`config.mk`:
```
export PLATFORM = sky130hd
export DESIGN_NAME = mem_arbiter
export DESIGN_NICKNAME = d
export VERILOG_FILES = /design/src/rtl/mem_arbiter_pkg.sv /design/src/rtl/mem_arbiter.sv
export SDC_FILE = /design/constraint.sdc
export NUM_CORES = 1
export LEC_CHECK = 0
export CAP_MARGIN = 20
export CORE_ASPECT_RATIO = 0.8
export CORE_MARGIN = 5
export CORE_UTILIZATION = 35
export DETAILED_ROUTE_END_ITERATION = 7
export GPL_ROUTABILITY_DRIVEN = 0
export PLACE_DENSITY = 0.66
export SLEW_MARGIN = 40
export SYNTH_ARGS = -nofsm -noshare
export SYNTH_HDL_FRONTEND = slang
export SYNTH_SLANG_ARGS = --single-unit
```
`constraint.sdc`:
```
create_clock -name clk -period 9 [get_ports clk]
set_input_delay 2.7 -clock clk [delete_from_list [all_inputs] [get_ports clk]]
set_output_delay 2.7 -clock clk [all_outputs]
set_load 0.01 [all_outputs]
```
`src/rtl/mem_arbiter_pkg.sv`:
```
// Shared constants and types for the memory arbiter.
//   ma_state_e : arbiter states (idle, IF read, LSB read, LSB write)
//   grant_e    : last-granted requester, used for round-robin on ties
//   MA_IO_SEL  : addr[17:16] value selecting the memory-mapped IO region
//   CNT_W      : byte counter width, wide enough for a 64-byte fetch
package mem_arbiter_pkg;

  localparam logic TRUE      = 1'b1;
  localparam logic FALSE     = 1'b0;
  localparam logic LOAD_MEM  = 1'b0;
  localparam logic WRITE_MEM = 1'b1;

  localparam logic [1:0] MA_IO_SEL = 2'b11;
  localparam int unsigned CNT_W    = 7;

  typedef enum logic [1:0] {
    MA_IDLE   = 2'd0,
    MA_IF_RD  = 2'd1,
    MA_LSB_RD = 2'd2,
    MA_LSB_WR = 2'd3
  } ma_state_e;

  typedef enum logic {
    GRANT_IF  = 1'b0,
    GRANT_LSB = 1'b1
  } grant_e;

endpackage

```
`src/rtl/mem_arbiter.sv`:
```
// Byte-wide RAM port arbiter between instruction fetch and the load/store
// buffer. Multi-byte accesses are issued as one RAM byte per cycle; read
// bytes are assembled little-endian.
//   clk, rst             : clock, asynchronous active-high reset
//   rdy                  : global enable, low freezes all state
//   rollback_signal      : flush; aborts reads, stores still complete
//   if_req/if_addr       : fetch request of IF_BYTES bytes
//   if_done/if_data      : fetch completion pulse and data
//   lsb_req/lsb_wr/lsb_len/lsb_addr/lsb_wdata : LSB load/store request
//   lsb_done/lsb_rdata   : LSB completion pulse and zero-extended load data
//   mem_din/mem_dout/mem_a/mem_wr : RAM byte port (1-cycle read latency)
//   io_buffer_full       : stalls writes into the IO region
module mem_arbiter
  import mem_arbiter_pkg::*;
#(
  parameter int unsigned IF_BYTES = 4,
  parameter logic [1:0]  IO_SEL   = MA_IO_SEL
) (
  input  logic                    clk,
  input  logic                    rst,
  input  logic                    rdy,
  input  logic                    rollback_signal,
  input  logic                    if_req,
  input  logic [31:0]             if_addr,
  output logic                    if_done,
  output logic [8*IF_BYTES-1:0]   if_data,
  input  logic                    lsb_req,
  input  logic                    lsb_wr,
  input  logic [2:0]              lsb_len,
  input  logic [31:0]             lsb_addr,
  input  logic [31:0]             lsb_wdata,
  output logic                    lsb_done,
  output logic [31:0]             lsb_rdata,
  input  logic [7:0]              mem_din,
  output logic [7:0]              mem_dout,
  output logic [31:0]             mem_a,
  output logic                    mem_wr,
  input  logic                    io_buffer_full
);

  ma_state_e             state_q;
  grant_e                last_grant_q;
  logic [CNT_W-1:0]      cnt_q;
  logic [31:0]           base_q;
  logic [2:0]            len_q;
  logic [31:0]           wdata_q;
  logic [31:0]           mem_a_q;
  logic [7:0]            mem_dout_q;
  logic                  mem_wr_q;
  logic                  if_done_q;
  logic                  lsb_done_q;
  logic [8*IF_BYTES-1:0] if_data_q;
  logic [31:0]           lsb_rdata_q;

  logic [CNT_W-1:0]      cnt_d;
  logic [31:0]           addr_d;
  logic [CNT_W-1:0]      n_rd;
  logic                  grant_any;
  logic                  grant_lsb;
  logic                  wr_stall;

  always_comb begin
    cnt_d     = cnt_q + CNT_W'(1);
    addr_d    = base_q + 32'(cnt_d);
    n_rd      = (state_q == MA_IF_RD) ? CNT_W'(IF_BYTES) : CNT_W'(len_q);
    wr_stall  = (state_q == MA_LSB_WR) && (mem_a_q[17:16] == IO_SEL) && io_buffer_full;
    // No grant while a done pulse is out: the requester still holds req
    // during that cycle and only drops it one cycle later.
    grant_any = (if_req || lsb_req) && !rollback_signal && !if_done_q && !lsb_done_q;
    if (if_req && lsb_req) grant_lsb = (last_grant_q == GRANT_IF);
    else                   grant_lsb = lsb_req;
  end

  always_ff @(posedge clk or posedge rst) begin
    if (rst) begin
      state_q      <= MA_IDLE;
      last_grant_q <= GRANT_IF;
      cnt_q        <= '0;
      base_q       <= '0;
      len_q        <= '0;
      wdata_q      <= '0;
      mem_a_q      <= '0;
      mem_dout_q   <= '0;
      mem_wr_q     <= LOAD_MEM;
      if_done_q    <= FALSE;
      lsb_done_q   <= FALSE;
      if_data_q    <= '0;
      lsb_rdata_q  <= '0;
    end else if (rdy) begin
      if_done_q  <= FALSE;
      lsb_done_q <= FALSE;
      unique case (state_q)
        MA_IDLE: begin
          if (grant_any) begin
            cnt_q <= '0;
            if (grant_lsb) begin
              last_grant_q <= GRANT_LSB;
              base_q       <= lsb_addr;
              len_q        <= lsb_len;
              mem_a_q      <= lsb_addr;
              if (lsb_wr) begin
                state_q    <= MA_LSB_WR;
                mem_wr_q   <= WRITE_MEM;
                mem_dout_q <= lsb_wdata[7:0];
                // Remaining store bytes are kept pre-shifted so the next
                // byte to drive is always wdata_q[7:0].
                wdata_q    <= lsb_wdata >> 8;
              end else begin
                state_q     <= MA_LSB_RD;
                lsb_rdata_q <= '0;
              end
            end else begin
              last_grant_q <= GRANT_IF;
              base_q       <= if_addr;
              mem_a_q      <= if_addr;
              state_q      <= MA_IF_RD;
            end
          end
        end

        MA_IF_RD, MA_LSB_RD: begin
          if (rollback_signal) begin
            state_q <= MA_IDLE;
          end else begin
            cnt_q <= cnt_d;
            if (cnt_d < n_rd) mem_a_q <= addr_d;
            // mem_din holds the byte addressed one cycle earlier.
            if (state_q == MA_IF_RD) begin
              for (int unsigned i = 0; i < IF_BYTES; i++)
                if (cnt_q == CNT_W'(i + 1)) if_data_q[8*i +: 8] <= mem_din;
            end else begin
              for (int unsigned i = 0; i < 4; i++)
                if (cnt_q == CNT_W'(i + 1)) lsb_rdata_q[8*i +: 8] <= mem_din;
            end
            if (cnt_q == n_rd) begin
              state_q <= MA_IDLE;
              if (state_q == MA_IF_RD) if_done_q  <= TRUE;
              else                     lsb_done_q <= TRUE;
            end
          end
        end

        MA_LSB_WR: begin
          if (!wr_stall) begin
            if (cnt_d < CNT_W'(len_q)) begin
              cnt_q      <= cnt_d;
              mem_a_q    <= addr_d;
              mem_dout_q <= wdata_q[7:0];
              wdata_q    <= wdata_q >> 8;
            end else begin
              mem_wr_q   <= LOAD_MEM;
              lsb_done_q <= TRUE;
              state_q    <= MA_IDLE;
            end
          end
        end
      endcase
    end
  end

  assign mem_wr    = mem_wr_q & rdy & ~wr_stall;
  assign mem_a     = mem_a_q;
  assign mem_dout  = mem_dout_q;
  assign if_done   = if_done_q;
  assign if_data   = if_data_q;
  assign lsb_done  = lsb_done_q;
  assign lsb_rdata = lsb_rdata_q;

endmodule

```
==> results of run 1 <==
power by group through the flow:
stage / Clock, mW / Combinational, mW / Sequential (mW)
after global placement: 0 / 1.96 / 1.39
after detailed placement: 0 / 1.99 / 1.39
after CTS: 0.754 / 2.01 / 1.38
after global routing: 0.785 / 2.17 / 1.43
after floorplan: 0 / 1.17 / 1.43
final: 0.738 / 1.99 / 1.38
kinds of logic (layout without fill, tap and decap cells):
group,count (synthesis),count (layout),share of synthesized area
AO/OA/AOI/OAI,176,176,0.131
flip-flops,176,176,0.483
AND/OR/NAND/NOR,186,186,0.104
multiplexers,163,163,0.198
buffers and inverters,67,285,0.0315
adder cells (fa/ha/maj),21,21,0.0296
XOR/XNOR,25,25,0.0240
layer usage:
| metal | up-vias | part of all wire |
|---|---|---|
| met3 | 15 | 0.045 |
| met5 | - | 0.00043 |
| met4 | 2 | 0.0068 |
| li1 | 3385 | - |
| met1 | 3446 | 0.51 |
| met2 | 157 | 0.44 |
worst max-delay path, stage by stage:
cell,delay (ps)
clkdlybuf4s50_1,630
and3_1,200
clkdlybuf4s50_1,560
through the flow:
stage	worst slack, ps	power [mW]	utilization	cell area (um^2)
global route	2160	4.39	0.481	12300
floorplan	1530	2.60	-	9130
detailed placement	2200	3.39	0.458	11700
finish	2210	4.11	0.481	12300
CTS	2200	4.14	0.480	12300
global placement	2230	3.34	0.457	11600
sequential cells by signal, summed over array words and instances (netlist names):
register and count:
base_q 32, cnt_q 7, if_data 32, if_done 1, last_grant_q 1, len_q 3
lsb_done 1, lsb_rdata 32, mem_a 32, mem_dout 8, mem_wr_q 1, state_q 2
wdata_q 24
worst max path at each step:
stage	end	slack, ps
detailed placement	mem_wr	2200
floorplan	base_q[0]$_DFFE_PP0P_	1530
global placement	mem_wr	2230
global route	mem_wr	2160
finish	mem_wr	2210
CTS	mem_wr	2200
cell usage in the layout, fill, tap and decap left out, drive strengths merged, types with 16 or more instances in the layout:
cell type        n
clkdlybuf4s50  221
dfrtp          176
mux2           101
a21oi           65
mux2i           62
nand2           54
nor2            45
inv             29
ha              20
a31oi           17
clkbuf          17
o21ai           16
layout make-up:
cell class	count	area share
Sequential cell	176	0.359
Clock inverter	15	0.0116
Timing Repair Buffer	233	0.188
Tap cell	351	0.0358
Multi-Input combinational cell	571	0.364
Inverter	20	0.00714
Clock buffer	17	0.0347
==> results.py, run 1 <==
metrics = {
    "global_route": {
        "top_usage_layer": "met1",
        "grtUsageMet1": 0.261,
        "grt_pass1_wl_um": 40300,
        "grt_start_max_net_pins": 114,
        "grt_pass1_vias": 6910,
        "antenna_found_initial": 1,
        "globalRouteOverflowTotal": 0,
        "met3_usage": 0.0374,
        "use_met2": 0.251,
        "grtUsageTotal": 0.171,
    },
    "logic_synthesis": {
        "synth.top_cells.by_count": "dfrtp_1, mux2_2, a21oi_1, mux2i_1, nand2_1",
        "yosys_warnings": 0,
        "synth_most_common_cell": "dfrtp_1",
        "ys_async_sr_fraction": 1.00,
        "syn_area_um2": 9130,
        "synth.area.top_cells": "dfrtp_1, mux2_2, mux2i_1",
        "synth_edf_count": 0,
        "syn_area_per_cell_um2": 11.2,
        "seq_area_frac_synth": 0.483,
        "synth_top_flop_cell": "dfrtp_1",
        "syn_inst": 814,
        "synth_top_area_cell": "dfrtp_1",
        "ys_seq_elements": 176,
        "yosys.area.top_type_share": 0.483,
        "synth_nets": 950,
        "ys_types": 59,
    },
    "detailed_routing": {
        "vias": 7005,
        "wl_um": 25700,
        "drtIter0Drc": 497,
        "wl_per_cell_um": 18.6,
        "postRouteAntennaNets": 0,
        "drtPass1Iterations": 5,
        "drc": 0,
        "viasPerCell": 5.07,
    },
    "layout": {
        "syn2layout_area_growth_pct": 34.3,
        "n_fill_cell": 2341,
        "seq_area_um2": 4400,
        "multi_input_area_um2": 4460,
        "diodes": 0,
        "drive_gt1_frac": 0.161,
        "fin_nets": 1155,
        "instances_no_fill": 1383,
    },
    "sta": {
        "fin_skew_ps": 17.3,
        "tightest_slew_ps": 822,
        "min_period_ps": 6790,
        "final_hold_viol_count": 0,
        "whs_ps": 483,
        "period_share": 0.755,
        "finalSetupTns_ps": 0,
        "slew_headroom": 0.452,
        "rsz0062_at_grt": "no",
        "setup_viol": 0,
        "slew_violations": 0,
        "fmax_mhz": 147,
    },
    "die": {
        "core_um2": 25500,
        "num_rows": 52,
        "boundaryPins": 222,
        "initial_core_util": 0.358,
        "die-area_um2": 29400,
        "die_h_um": 154,
        "die_x_um": 191,
    },
    "place": {
        "placed_cells": 1351,
        "io_buffers": 221,
        "dp_hpwl_um": 18400,
    },
    "hold_path": {
        "holdPathEnd": "mem_wr_q$_DFFE_PP0P_",
        "hold_class": "reg -> reg",
        "hold_start": "mem_wr_q$_DFFE_PP0P_",
        "whs_path_depth": 1,
    },
    "power": {
        "peakVddDrop_uv": 148,
        "p_comb_frac": 0.484,
        "seqPwrFrac": 0.337,
        "p_int_mw": 2.53,
        "netSwitchingFraction": 0.385,
        "power_frac_clock": 0.180,
        "p_per_area_nw_per_um2": 335,
        "p_leak_nw": 5.21,
        "p_sw_mw": 1.58,
    },
    "clock_network": {
        "cts.path.max_buffers": 2,
        "clk_latency_ps": 450,
        "clkTransAtPathRegs_ps": 70,
        "ctsHoldBuffers": 0,
        "post_cts_buffers": 0,
        "cts_resized": 0,
        "h-tree-depth": 4,
        "cts_tree": "built",
        "clock_sinks": 176,
        "cts_buffers": 17,
        "root_buffer": "clkbuf_16",
    },
    "critical_path": {
        "critPathLaunch": "rdy",
        "rr_endpoint": "mem_a[4]$_DFFE_PP0P_",
        "crit_path_end_kind": "primary output",
        "r2r_setup_slack_ps": 5170,
        "worstRegToRegCells": 10,
        "worstPathRequired_ps": 6300,
        "cp.arrival_ps": 4090,
        "rr_startpoint": "cnt_q[0]$_DFFE_PP0P_",
        "start_kind": "primary input",
        "crit_type": "in -> out",
        "path_max_fanout": 9,
    },
    "job": {
        "drv_cap": 0,
    },
    "run_status": {
        "status": "completed",
    },
}
No activity file was read; power rests on OpenSTA's default activity.
==> run 2, diff against run 1 <==
==> constraint.sdc (replaced) <==
create_clock -name clk -period 6.9 [get_ports clk]
set_input_delay 2.07 -clock clk [delete_from_list [all_inputs] [get_ports clk]]
set_output_delay 2.07 -clock clk [all_outputs]
set_load 0.01 [all_outputs]
==> run 2 against run 1 <==
  * Worst setup slack lost 840 ps
  * Flip-flop and latch count is the same
  * Critical path type unchanged
  * Total power grew 30%
  * Clock skew shrank 1.6 ps
  * Largest cell class unchanged
  * Clock power grew 28%
  * Sequential power grew 31%
==> results.py, run 2 (synthesized netlist as in run 1, its figures left out) <==
metrics = {
    "critical_path": {
        "worstRegToRegCells": 10,
        "cp_top_family": "buffers and inverters",
        "cp.arrival_ps": 3460,
        "worst_path_max_delay_cell": "clkdlybuf4s50_1",
        "crit_type": "in -> out",
        "slowest_delay_ps": 630,
        "path_max_fanout": 9,
        "cp_num_cells": 3,
        "crit_path_end_kind": "primary output",
        "worstPathRequired_ps": 4830,
        "crit_chain": "clkdlybuf4s50_1 > and3_1 > clkdlybuf4s50_1",
        "start_kind": "primary input",
        "r2r_setup_slack_ps": 3050,
        "worst-path-buf-inv": 2,
        "cpMostUsedCell": "clkdlybuf4s50_1",
    },
    "detailed_routing": {
        "drtPass1Iterations": 5,
        "wl_per_cell_um": 18.4,
        "viasPerCell": 5.05,
        "vias": 6978,
        "postRouteAntennaNets": 0,
        "drc": 0,
        "drtIter0Drc": 385,
        "wl_um": 25500,
    },
    "global_route": {
        "grtUsageTotal": 0.173,
        "met3_usage": 0.0385,
        "grt_pass1_vias": 6916,
        "globalRouteOverflowTotal": 0,
        "grt_start_max_net_pins": 93,
        "grt_pass1_wl_um": 40200,
        "use_met2": 0.256,
        "antenna_found_initial": 1,
        "grtUsageMet1": 0.257,
        "top_usage_layer": "met1",
    },
    "sta": {
        "slew_violations": 0,
        "period_share": 0.802,
        "whs_ps": 484,
        "setup_viol": 0,
        "rsz0062_at_grt": "no",
        "min_period_ps": 5530,
        "fmax_mhz": 181,
        "fin_skew_ps": 15.7,
        "tightest_slew_ps": 791,
        "finalSetupTns_ps": 0,
        "slew_headroom": 0.473,
        "final_hold_viol_count": 0,
    },
    "clock_network": {
        "clkTransAtPathRegs_ps": 70,
        "cts_buffers": 17,
        "clock_sinks": 176,
        "cts_resized": 0,
        "root_buffer": "clkbuf_16",
        "cts_tree": "built",
        "h-tree-depth": 4,
        "ctsHoldBuffers": 0,
        "clk_latency_ps": 430,
        "post_cts_buffers": 0,
        "cts.path.max_buffers": 2,
    },
    "power": {
        "power_mw": 5.35,
        "p_per_area_nw_per_um2": 436,
        "peakVddDrop_uv": 202,
        "p_leak_nw": 5.20,
    },
    "place": {
        "dp_hpwl_um": 18500,
        "io_buffers": 221,
        "place_area_um2": 11700,
    },
    "die": {
        "die_h_um": 154,
        "die_x_um": 191,
        "initial_core_util": 0.358,
        "num_rows": 52,
        "boundaryPins": 222,
        "die-area_um2": 29400,
        "core_um2": 25500,
    },
    "layout": {
        "final_cell_mix": "clkdlybuf4s50_1, dfrtp_1, mux2_2",
        "final_area_um2": 12300,
        "drive_gt1_frac": 0.160,
        "fin_nets": 1156,
        "layout_commonest_cell": "clkdlybuf4s50_1",
        "diodes": 0,
        "syn2layout_area_growth_pct": 34.4,
    },
    "hold_path": {
        "whs_path_depth": 1,
        "hold_class": "reg -> reg",
    },
    "job": {
        "drv_cap": 0,
    },
    "run_status": {
        "status": "completed",
    },
}
[run 2: area by class of cell]
| class | count | area (um^2) |
|---|---|---|
| fill | 2382 | 13200 |
| multi-input combinational | 571 | 4460 |
| timing repair buffer | 234 | 2300 |
| clock buffer | 21 | 470 |
| clock inverter | 10 | 104 |
| inverter | 20 | 82.6 |
| sequential | 176 | 4400 |
| tap | 351 | 439 |
[run 2: worst paths after layout]
path                                      startpoint                      end
worst min-delay path            mem_wr_q$_DFFE_PP0P_     mem_wr_q$_DFFE_PP0P_
max in group asynchronous                        rst    mem_a[16]$_DFFE_PP0P_
worst min register to register  mem_wr_q$_DFFE_PP0P_     mem_wr_q$_DFFE_PP0P_
worst max register to register  cnt_q[0]$_DFFE_PP0P_     mem_a[4]$_DFFE_PP0P_
worst max-delay path                             rdy                   mem_wr
min in group asynchronous                        rst  wdata_q[17]$_DFFE_PP0P_
[run 2: where the power goes]
part | switching, mW | total, mW | internal [mW]
Sequential | 0.334 | 1.81 | 1.48
Clock | 0.419 | 0.947 | 0.528
Combinational | 1.25 | 2.59 | 1.34
[run 2: metrics by stage]
| stage | std cells | worst slack [ps] | utilization |
|---|---|---|---|
| after floorplan | 814 | 56.4 | - |
| after global placement | 1348 | 1390 | 0.457 |
| after detailed placement | 1352 | 1350 | 0.458 |
| after CTS | 1383 | 1350 | 0.481 |
| after global routing | 1383 | 1320 | 0.481 |
| final | 1383 | 1370 | 0.481 |
[run 2: layer usage]
layer  part of all wire  wire length [um]
met3              0.044              1110
met4              0.013               340
met5            0.00051                13
met2               0.45             11400
met1               0.50             12700
